==> config.mk <==
export PLATFORM = sky130hd
export DESIGN_NAME = alu8_operand_sequencer_flat
export DESIGN_NICKNAME = d
export VERILOG_FILES = /design/src/rtl/alu8_operand_sequencer_if.sv /design/src/rtl/alu8_operand_sequencer.sv /design/src/flat_wrapper.sv
export SDC_FILE = /design/constraint.sdc
export NUM_CORES = 1
export LEC_CHECK = 0
export CAP_MARGIN = 20
export CORE_UTILIZATION = 30
export CTS_CLUSTER_DIAMETER = 200
export CTS_CLUSTER_SIZE = 25
export DETAILED_ROUTE_END_ITERATION = 6
export HOLD_SLACK_MARGIN = 0.06
export PLACE_DENSITY = 0.65
export SLEW_MARGIN = 20
export SYNTH_ARGS = -nofsm -noshare
export SYNTH_HDL_FRONTEND = slang
export SYNTH_SLANG_ARGS = --single-unit
export TNS_END_PERCENT = 10
==> constraint.sdc <==
create_clock -name clk -period 1.4 [get_ports clk]
set_input_delay 0.28 -clock clk [delete_from_list [all_inputs] [get_ports clk]]
set_output_delay 0.28 -clock clk [all_outputs]
set_load 0.1 [all_outputs]
==> src/rtl/alu8_operand_sequencer_if.sv <==
`default_nettype none
// ============================================================================
// Module   : alu8_operand_sequencer_if
// Purpose  : Handshake bundle for the ALU8 operand sequencer. Carries the
//            upstream byte stream (in_*) and the downstream result
//            stream (res_*).
// Modports : slave  - the sequencer (consumes bytes, produces results)
//            master - the environment (produces bytes, consumes results)
// Signals  : in_valid/in_ready/in_data/in_mode  byte channel
//            res_valid/res_ready/res_data/res_zero  result channel
// Revision : 1.0 - initial release
// ============================================================================
interface alu8_operand_sequencer_if #(
  parameter int DATA_W = 8
);
  logic              in_valid;
  logic              in_ready;
  logic [DATA_W-1:0] in_data;
  logic [1:0]        in_mode;
  logic              res_valid;
  logic              res_ready;
  logic [DATA_W-1:0] res_data;
  logic              res_zero;

  modport slave (
    input  in_valid, in_data, in_mode, res_ready,
    output in_ready, res_valid, res_data, res_zero
  );

  modport master (
    output in_valid, in_data, in_mode, res_ready,
    input  in_ready, res_valid, res_data, res_zero
  );
endinterface
`default_nettype wire

==> src/rtl/alu8_operand_sequencer.sv <==
`default_nettype none
// ============================================================================
// Module   : alu8_operand_sequencer
// Purpose  : Assembles left operand, right operand and mode from a byte
//            stream, drives them to the combinational ALU8, captures its
//            result one cycle later and offers it downstream with a zero
//            flag. One operation in flight at a time.
// Ports    : clk        - clock, all state on posedge
//            reset_bar  - synchronous active-low reset
//            clear      - synchronous abort back to S_LEFT
//            bus        - byte/result handshakes (slave modport)
//            alu_left   - ALU8 left operand
//            alu_right  - ALU8 right operand
//            alu_mode   - ALU8 mode
//            alu_result - ALU8 combinational result
//            busy       - operation in progress (S_RIGHT/S_EXEC/S_DONE)
//            op_count   - completed operations, modulo 256
// Revision : 1.0 - initial release
// ============================================================================
module alu8_operand_sequencer #(
  parameter int DATA_W = 8
) (
  input  wire                       clk,
  input  wire                       reset_bar,
  input  wire                       clear,
  alu8_operand_sequencer_if.slave   bus,
  output logic [DATA_W-1:0]         alu_left,
  output logic [DATA_W-1:0]         alu_right,
  output logic [1:0]                alu_mode,
  input  wire  [DATA_W-1:0]         alu_result,
  output logic                      busy,
  output logic [7:0]                op_count
);

  typedef enum logic [1:0] {
    S_LEFT  = 2'd0,
    S_RIGHT = 2'd1,
    S_EXEC  = 2'd2,
    S_DONE  = 2'd3
  } state_t;

  state_t            r_state;
  logic [DATA_W-1:0] r_alu_left;
  logic [DATA_W-1:0] r_alu_right;
  logic [1:0]        r_alu_mode;
  logic [DATA_W-1:0] r_res_data;
  logic              r_res_zero;
  logic [7:0]        r_op_count;

  // Handshake flags are pure state decodes, so neither in_valid nor
  // res_ready can reach an output combinationally.
  assign bus.in_ready  = (r_state == S_LEFT) || (r_state == S_RIGHT);
  assign bus.res_valid = (r_state == S_DONE);
  assign bus.res_data  = r_res_data;
  assign bus.res_zero  = r_res_zero;
  assign busy          = (r_state != S_LEFT);
  assign alu_left      = r_alu_left;
  assign alu_right     = r_alu_right;
  assign alu_mode      = r_alu_mode;
  assign op_count      = r_op_count;

  always_ff @(posedge clk) begin
    if (!reset_bar) begin
      r_state     <= S_LEFT;
      r_alu_left  <= '0;
      r_alu_right <= '0;
      r_alu_mode  <= 2'd0;
      r_res_data  <= '0;
      r_res_zero  <= 1'b0;
      r_op_count  <= 8'd0;
    end else if (clear) begin
      // Abort only: datapath registers and the counter keep their values,
      // and a pending result is dropped without being counted.
      r_state <= S_LEFT;
    end else begin
      case (r_state)
        S_LEFT: begin
          if (bus.in_valid) begin
            r_alu_left <= bus.in_data;
            r_state    <= S_RIGHT;
          end
        end
        S_RIGHT: begin
          if (bus.in_valid) begin
            r_alu_right <= bus.in_data;
            r_alu_mode  <= bus.in_mode;
            r_state     <= S_EXEC;
          end
        end
        S_EXEC: begin
          // Operands have been stable for the whole cycle; the ALU
          // output is settled by this edge.
          r_res_data <= alu_result;
          r_res_zero <= (alu_result == '0);
          r_state    <= S_DONE;
        end
        S_DONE: begin
          if (bus.res_ready) begin
            r_op_count <= r_op_count + 8'd1;
            r_state    <= S_LEFT;
          end
        end
        default: r_state <= S_LEFT;
      endcase
    end
  end

endmodule
`default_nettype wire

==> src/flat_wrapper.sv <==
// flat-port wrapper written by rule: the top's interface ports become plain ports
module alu8_operand_sequencer_flat 
#(
  parameter int DATA_W = 8
)
  (clk, reset_bar, clear, alu_left, alu_right, alu_mode, alu_result, busy, op_count, bus_in_valid, bus_in_data, bus_in_mode, bus_res_ready, bus_in_ready, bus_res_valid, bus_res_data, bus_res_zero);
  alu8_operand_sequencer_if #(.DATA_W(DATA_W)) bus_i ();
  input  wire clk;
  input  wire reset_bar;
  input  wire clear;
  output logic [DATA_W-1:0] alu_left;
  output logic [DATA_W-1:0] alu_right;
  output logic [1:0] alu_mode;
  input  wire  [DATA_W-1:0] alu_result;
  output logic busy;
  output logic [7:0] op_count;
  input wire logic [$bits(bus_i.in_valid)-1:0] bus_in_valid;
  input wire logic [$bits(bus_i.in_data)-1:0] bus_in_data;
  input wire logic [$bits(bus_i.in_mode)-1:0] bus_in_mode;
  input wire logic [$bits(bus_i.res_ready)-1:0] bus_res_ready;
  output wire logic [$bits(bus_i.in_ready)-1:0] bus_in_ready;
  output wire logic [$bits(bus_i.res_valid)-1:0] bus_res_valid;
  output wire logic [$bits(bus_i.res_data)-1:0] bus_res_data;
  output wire logic [$bits(bus_i.res_zero)-1:0] bus_res_zero;
  assign bus_i.in_valid = bus_in_valid;
  assign bus_i.in_data = bus_in_data;
  assign bus_i.in_mode = bus_in_mode;
  assign bus_i.res_ready = bus_res_ready;
  assign bus_in_ready = bus_i.in_ready;
  assign bus_res_valid = bus_i.res_valid;
  assign bus_res_data = bus_i.res_data;
  assign bus_res_zero = bus_i.res_zero;
  alu8_operand_sequencer #(.DATA_W(DATA_W)) u_core (.clk(clk), .reset_bar(reset_bar), .clear(clear), .bus(bus_i), .alu_left(alu_left), .alu_right(alu_right), .alu_mode(alu_mode), .alu_result(alu_result), .busy(busy), .op_count(op_count));
endmodule
==> results.yml, run 1 <==
clocking:
  cts_max_level: 2
  path_clk_slew_ns: 0.07
  clock-root-buffer: "clkbuf_8"
  tritoncts: "done"
  hold_buffers: 0
  clock_latency_ns: 0.29
  clk_path_buf_depth: 2
  clock-sinks: 37
  cts_made_buffers: 5
synthesis:
  synth_edf_count: 0
  synth_seq_cells: 37
  avgSynthCellArea_um2: 9.82
  yosysSeqAreaShare: 0.466
  syn_area_um2: 1590
  synth_top_area_share: 0.466
  synthCells: 162
  syn_nets: 190
  ys_types: 33
  yosysWarnings: 0
  synth_top_area_cell: "dfxtp_1"
  async_flop_share: 0
  synth_area_leaders: "dfxtp_1 (47%), mux2i_1 (13%), nor2b_1 (7.5%), a21boi_0 (5.2%), nand2_1 (4.7%)"
  ys.flop_type: "dfxtp_1"
routing:
  drc: 0
  wl_per_cell_um: 12.9
  via_count: 1376
  firstDrtPassIters: 4
  viasPerCell: 4.47
  drtIter0Drc: 21
  wl_um: 3960
  antenna_left: 0
global_routing:
  use_met3: 0.0281
  grt_usage: 0.151
  grt_max_degree: 13
  use_met2: 0.241
  antenna_found_initial: 0
  overflow: 0
  grt.busiest_layer: "met2"
  grt_pass1_wl_um: 6260
  grt_pass1_vias: 1338
  groute.layer.met1.usage: 0.189
floorplan:
  top_level_ports: 61
  core-area_um2: 5110
  die_area_um2: 5600
  num_rows: 26
  die_w_um: 74.8
  die_y_um: 74.8
  initial_core_util: 0.311
critical_path:
  r2r_slack_ns: -0.03
  max_stage_delay_ns: 0.36
  path_cells: "inv_4 -> ha_4 -> or2_4 -> buf_12"
  crit_fanout: 3
  cpMaxStageDelayCell: "dfxtp_2"
  cp_data_required_time_ns: 1.12
  critical_path_class: "reg -> out"
  start_kind: "register"
  cp.arrival_ns: 1.28
  crit_path_end_kind: "output pin"
placed_design:
  dp_slack_ns: -0.269
  place_congestion: 0.773
  post-dp-hpwl_um: 2940
  io_buffers: 60
  placed_cell_area_um2: 2790
layout:
  num_antenna_cells: 0
  area.growth.synth_to_final_pct: 89.0
  multi_input_area_um2: 897
  finalInstanceArea_um2: 3010
  drive_gt1_frac: 0.370
  ff_latch_area_um2: 767
  num-nets-final: 265
  nFillCells: 436
sta:
  hold_viol_final: 0
  period_needed_ns: 1.56
  whs_ns: 0.493
  rsz0062_at_grt: "yes"
  worstMarginPinSlew_ns: 0.368
  finalCritPeriodShare: 1.12
  maxSlewViolCount: 0
  finClkSkew_ns: 0.00217
  clock.fmax_ghz: 0.640
  max_slew_margin: 0.754
  worst_slack_ns: -0.163
  setup_viol: 7
job:
  drv_cap: 0
hold_path:
  min_path_type: "reg -> reg"
outcome:
  violations: "negative setup slack"
  run_status: "complete, but fails checks"
power_and_ir_drop:
  powerDensity_nw_per_um2: 787
  p_leak_nw: 1.21
  ir_worst_vdd_mv: 0.439
  p_total_mw: 2.37
[layer usage]
metal / wire length (um) / part of all wire
met1: 1720 / 0.44
met2: 2010 / 0.51
met3: 130 / 0.033
met4: 90 / 0.023
met5: 0 / 0
[cells in the mapped netlist, types with 3 or more instances]
cell type	count
ha_1	5
clkbuf_1	5
inv_1	5
a21boi_0	11
nor4_1	3
dfxtp_1	37
nand2b_1	5
mux2i_1	20
nand2_1	20
nand3_1	3
nor2b_1	19
[timing repair]
| action | in CTS | in global routing |
|---|---|---|
| pin swaps | 3 | 4 |
| endpoints found under the setup margin | 3 | 20 |
| gates resized for setup | 15 | 14 |
| buffers inserted | 3 | 0 |
[per-stage QoR]
stage,TNS [ns],utilization,instances
after global routing,-1.05,0.588,308
after CTS,-0.417,0.579,308
after floorplan,-0.307,-,162
after detailed placement,-6.05,0.546,297
after global placement,-5.79,0.546,297
final,-0.367,0.588,308
[cell type report]
type	count	share of cell area
Clock inverter	2	0.00458
Timing Repair Buffer	76	0.376
Clock buffer	6	0.0275
Inverter	5	0.00916
Multi-Input combinational cell	112	0.299
Tap cell	70	0.0291
Sequential cell	37	0.255
[sequential cells by signal (all words and copies together), names as in the netlist]
name	count
u_core.alu_left	8
u_core.bus.res_data	8
u_core.alu_mode	2
u_core.op_count	8
u_core.alu_right	8
u_core.r_state	2
u_core.bus.res_zero	1
[power breakdown]
group | internal [mW] | total [mW] | switching (mW)
clock | 0.399 | 0.781 | 0.382
combinational | 0.232 | 0.498 | 0.266
sequential | 1.06 | 1.09 | 0.0228
[kinds of logic after synthesis]
group	Yosys count	synth area share
AOI/OAI and AO/OA	22	0.0999
xor gates and xnor gates	2	0.0110
adders and majority gates	5	0.0393
buffers and inverters	13	0.0323
DFF	37	0.466
muxes	20	0.126
and+or+nand+nor	63	0.226
[worst paths after layout]
check,start,to,cells after the start
worst max register to register,u_core.r_state[1]$_SDFFE_PP0P_,u_core.op_count[4]$_SDFFE_PN0P_,5
worst min-delay path,u_core.bus.res_data[5]$_SDFFE_PN0P_,u_core.bus.res_data[5]$_SDFFE_PN0P_,2
worst min register to register,u_core.bus.res_data[5]$_SDFFE_PN0P_,u_core.bus.res_data[5]$_SDFFE_PN0P_,2
worst max-delay path,u_core.r_state[1]$_SDFFE_PP0P_,bus_in_ready,4
[cell usage in the layout, fill, tap and decap left out, types with 3 or more instances in the layout]
master	synthesis	final
a21boi_0	11	6
a21boi_1	1	4
buf_12	0	40
buf_4	0	13
clkbuf_8	0	6
clkdlybuf4s50_1	0	22
dfxtp_1	37	28
dfxtp_2	0	3
dfxtp_4	0	6
ha_4	0	4
mux2i_1	20	20
nand2_1	20	20
nand2b_1	5	5
nand3_1	3	3
nor2b_1	19	19
[worst max-delay path, delay by kind of cell (launching register included)]
family                   cells  cell delay [ns]
flip-flops                   1             0.36
AND/OR/NAND/NOR              1             0.25
buffers and inverters        2             0.21
adder cells (fa/ha/maj)      1             0.17
Note: power is estimated with default switching activity, not from simulation.
==> inputs of run 2 (changes only) <==
--- a/config.mk
+++ b/config.mk
@@ -7,7 +7,7 @@
 export LEC_CHECK = 0
 export CAP_MARGIN = 20
 export CORE_UTILIZATION = 30
-export CTS_CLUSTER_DIAMETER = 200
+export CTS_CLUSTER_DIAMETER = 40
 export CTS_CLUSTER_SIZE = 25
 export DETAILED_ROUTE_END_ITERATION = 6
 export HOLD_SLACK_MARGIN = 0.06
==> constraint.sdc (replaced) <==
create_clock -name clk -period 1.4 [get_ports clk]
set_input_delay 0.21 -clock clk [delete_from_list [all_inputs] [get_ports clk]]
set_output_delay 0.21 -clock clk [all_outputs]
set_load 0.1 [all_outputs]
==> run 2 against run 1 <==
Compared with the run above:
- the flow still finishes with violations (negative setup slack)
- power down 3.7%
- cell area down 2.2%
- core utilization shrank 1.3 points
- combinational power shrank 4%
- clock power shrank 8.7%
- clock-buffer cell count grew 1
- non-clock buffer count unchanged
- via count grew 0.44%
- critical path type unchanged
- critical endpoint unchanged
- largest cell class unchanged
==> results.yml, run 2 (synthesis gave the netlist of run 1 again) <==
floorplan:
  top_level_ports: 61
  num_rows: 26
  initial_core_util: 0.311
  die_y_um: 74.8
  die_w_um: 74.8
  die_area_um2: 5600
  core-area_um2: 5110
sta:
  rsz0062_at_grt: "yes"
  worst_slack_ns: -0.0999
  setup_viol: 6
  period_needed_ns: 1.50
  whs_ns: 0.502
  clock.fmax_ghz: 0.667
  max_slew_margin: 0.740
  finalCritPeriodShare: 1.07
  maxSlewViolCount: 0
  hold_viol_final: 0
  worstMarginPinSlew_ns: 0.388
  finClkSkew_ns: 0.00763
routing:
  firstDrtPassIters: 4
  antenna_left: 0
  drtIter0Drc: 27
  wl_um: 3860
  viasPerCell: 4.49
  wl_per_cell_um: 12.5
  drc: 0
  via_count: 1382
global_routing:
  grt_max_degree: 15
  overflow: 0
  grt_pass1_wl_um: 6130
  antenna_found_initial: 0
  grt_usage: 0.148
  grt_pass1_vias: 1340
layout:
  area.growth.synth_to_final_pct: 84.8
  num_antenna_cells: 0
  num-nets-final: 265
  layout_common_cells: "buf_12 (41), dfxtp_1 (28), clkdlybuf4s50_1 (22)"
  finalInstanceArea_um2: 2940
  final_common_cell: "buf_12"
  post-route-util: 0.575
  nFillCells: 446
  drive_gt1_frac: 0.328
outcome:
  run_status: "complete, but fails checks"
  violations: "negative setup slack"
power_and_ir_drop:
  power.share.clock: 0.313
  powerDensity_nw_per_um2: 775
  internal_power_mw: 1.63
  seq_power_share: 0.476
  swShare: 0.283
  p_sw_uw: 645
  combPwrFrac: 0.210
  ir_worst_vdd_mv: 0.468
  p_leak_nw: 1.20
critical_path:
  r2r_slack_ns: -0.08
  crit_fanout: 4
  cp_data_required_time_ns: 1.19
  reg2regPathDepth: 5
  crit_path_end_kind: "output pin"
  start_kind: "register"
  cp.arrival_ns: 1.29
  critical_path_class: "reg -> out"
placed_design:
  io_buffers: 60
  placed_cell_area_um2: 2780
  post-dp-hpwl_um: 2960
  place_congestion: 0.769
clocking:
  clock-sinks: 37
  path_clk_slew_ns: 0.07
  cts_made_buffers: 5
  clk_path_buf_depth: 2
  hold_buffers: 0
  tritoncts: "done"
  clock_latency_ns: 0.28
  clock-root-buffer: "clkbuf_8"
  cts_max_level: 2
hold_path:
  hold_path_depth: 2
  min_path_type: "reg -> reg"
job:
  drv_cap: 0
run 2: cell count changes in the layout (fill, tap and decap cells not counted), moves of 2 or more:
cell	previous run	this run
inv_2	0	2
inv_4	2	0
clkbuf_1	0	2
ha_4	4	2
a21boi_2	2	0
a21boi_1	4	2
a21boi_0	6	10
run 2: stage by stage:
| stage | cells | setup slack, ns | power [mW] | setup TNS, ns |
|---|---|---|---|---|
| finish | 308 | -0.0999 | 2.28 | -0.336 |
| global route | 308 | -0.147 | 2.38 | -0.832 |
| CTS | 305 | -0.0940 | 2.31 | -0.216 |
| detailed placement | 294 | -0.237 | 1.58 | -3.52 |
| global placement | 294 | -0.162 | 1.57 | -3.32 |
| floorplan | 162 | -0.0679 | 1.36 | -0.269 |
run 2: worst paths after layout:
kind / startpoint / endpoint
worst max register to register: u_core.r_state[0]$_SDFFE_PP0P_ / u_core.op_count[6]$_SDFFE_PN0P_
worst min register to register: u_core.bus.res_data[1]$_SDFFE_PN0P_ / u_core.bus.res_data[1]$_SDFFE_PN0P_
worst max-delay path: u_core.r_state[0]$_SDFFE_PP0P_ / bus_in_ready
worst min-delay path: u_core.bus.res_data[1]$_SDFFE_PN0P_ / u_core.bus.res_data[1]$_SDFFE_PN0P_
run 2: what timing repair did:
item                       in CTS  in global routing
setup buffers                   3                  3
setup endpoints to repair       4                  9
resized for setup               9                  3
pin swaps                       2                  5
run 2: worst max-delay path: stages, from the launching register on:
cell     delay [ns]
dfxtp_4        0.37
inv_2          0.05
ha_4           0.16
or2_4          0.25
buf_12         0.16
run 2: final cells by class:
class / count / area [um^2] / share of cell area
clock buffers: 7 / 76.3 / 0.0260
inverters: 5 / 18.8 / 0.00639
multi-input cells: 112 / 842 / 0.287
flip-flops and latches: 37 / 767 / 0.261
repair buffers: 76 / 1140 / 0.389
clock inverters: 1 / 5.00 / 0.00170
well taps: 70 / 87.6 / 0.0298
run 2: layer usage:
layer  global-route usage  up-vias  wire length (um)
met5                    0        -                 0
met4               0.0734        0                59
met3               0.0361        5               145
met2                0.251       28              2020
met1                0.174      644              1630
li1                     -      705                 -
run 2: power groups by stage:
stage	registers (mW)	clock network (mW)	logic, mW
floorplan	1.23	0	0.127
global placement	1.11	0	0.462
detailed placement	1.11	0	0.465
CTS	1.08	0.747	0.480
global route	1.09	0.793	0.504
finish	1.09	0.713	0.479
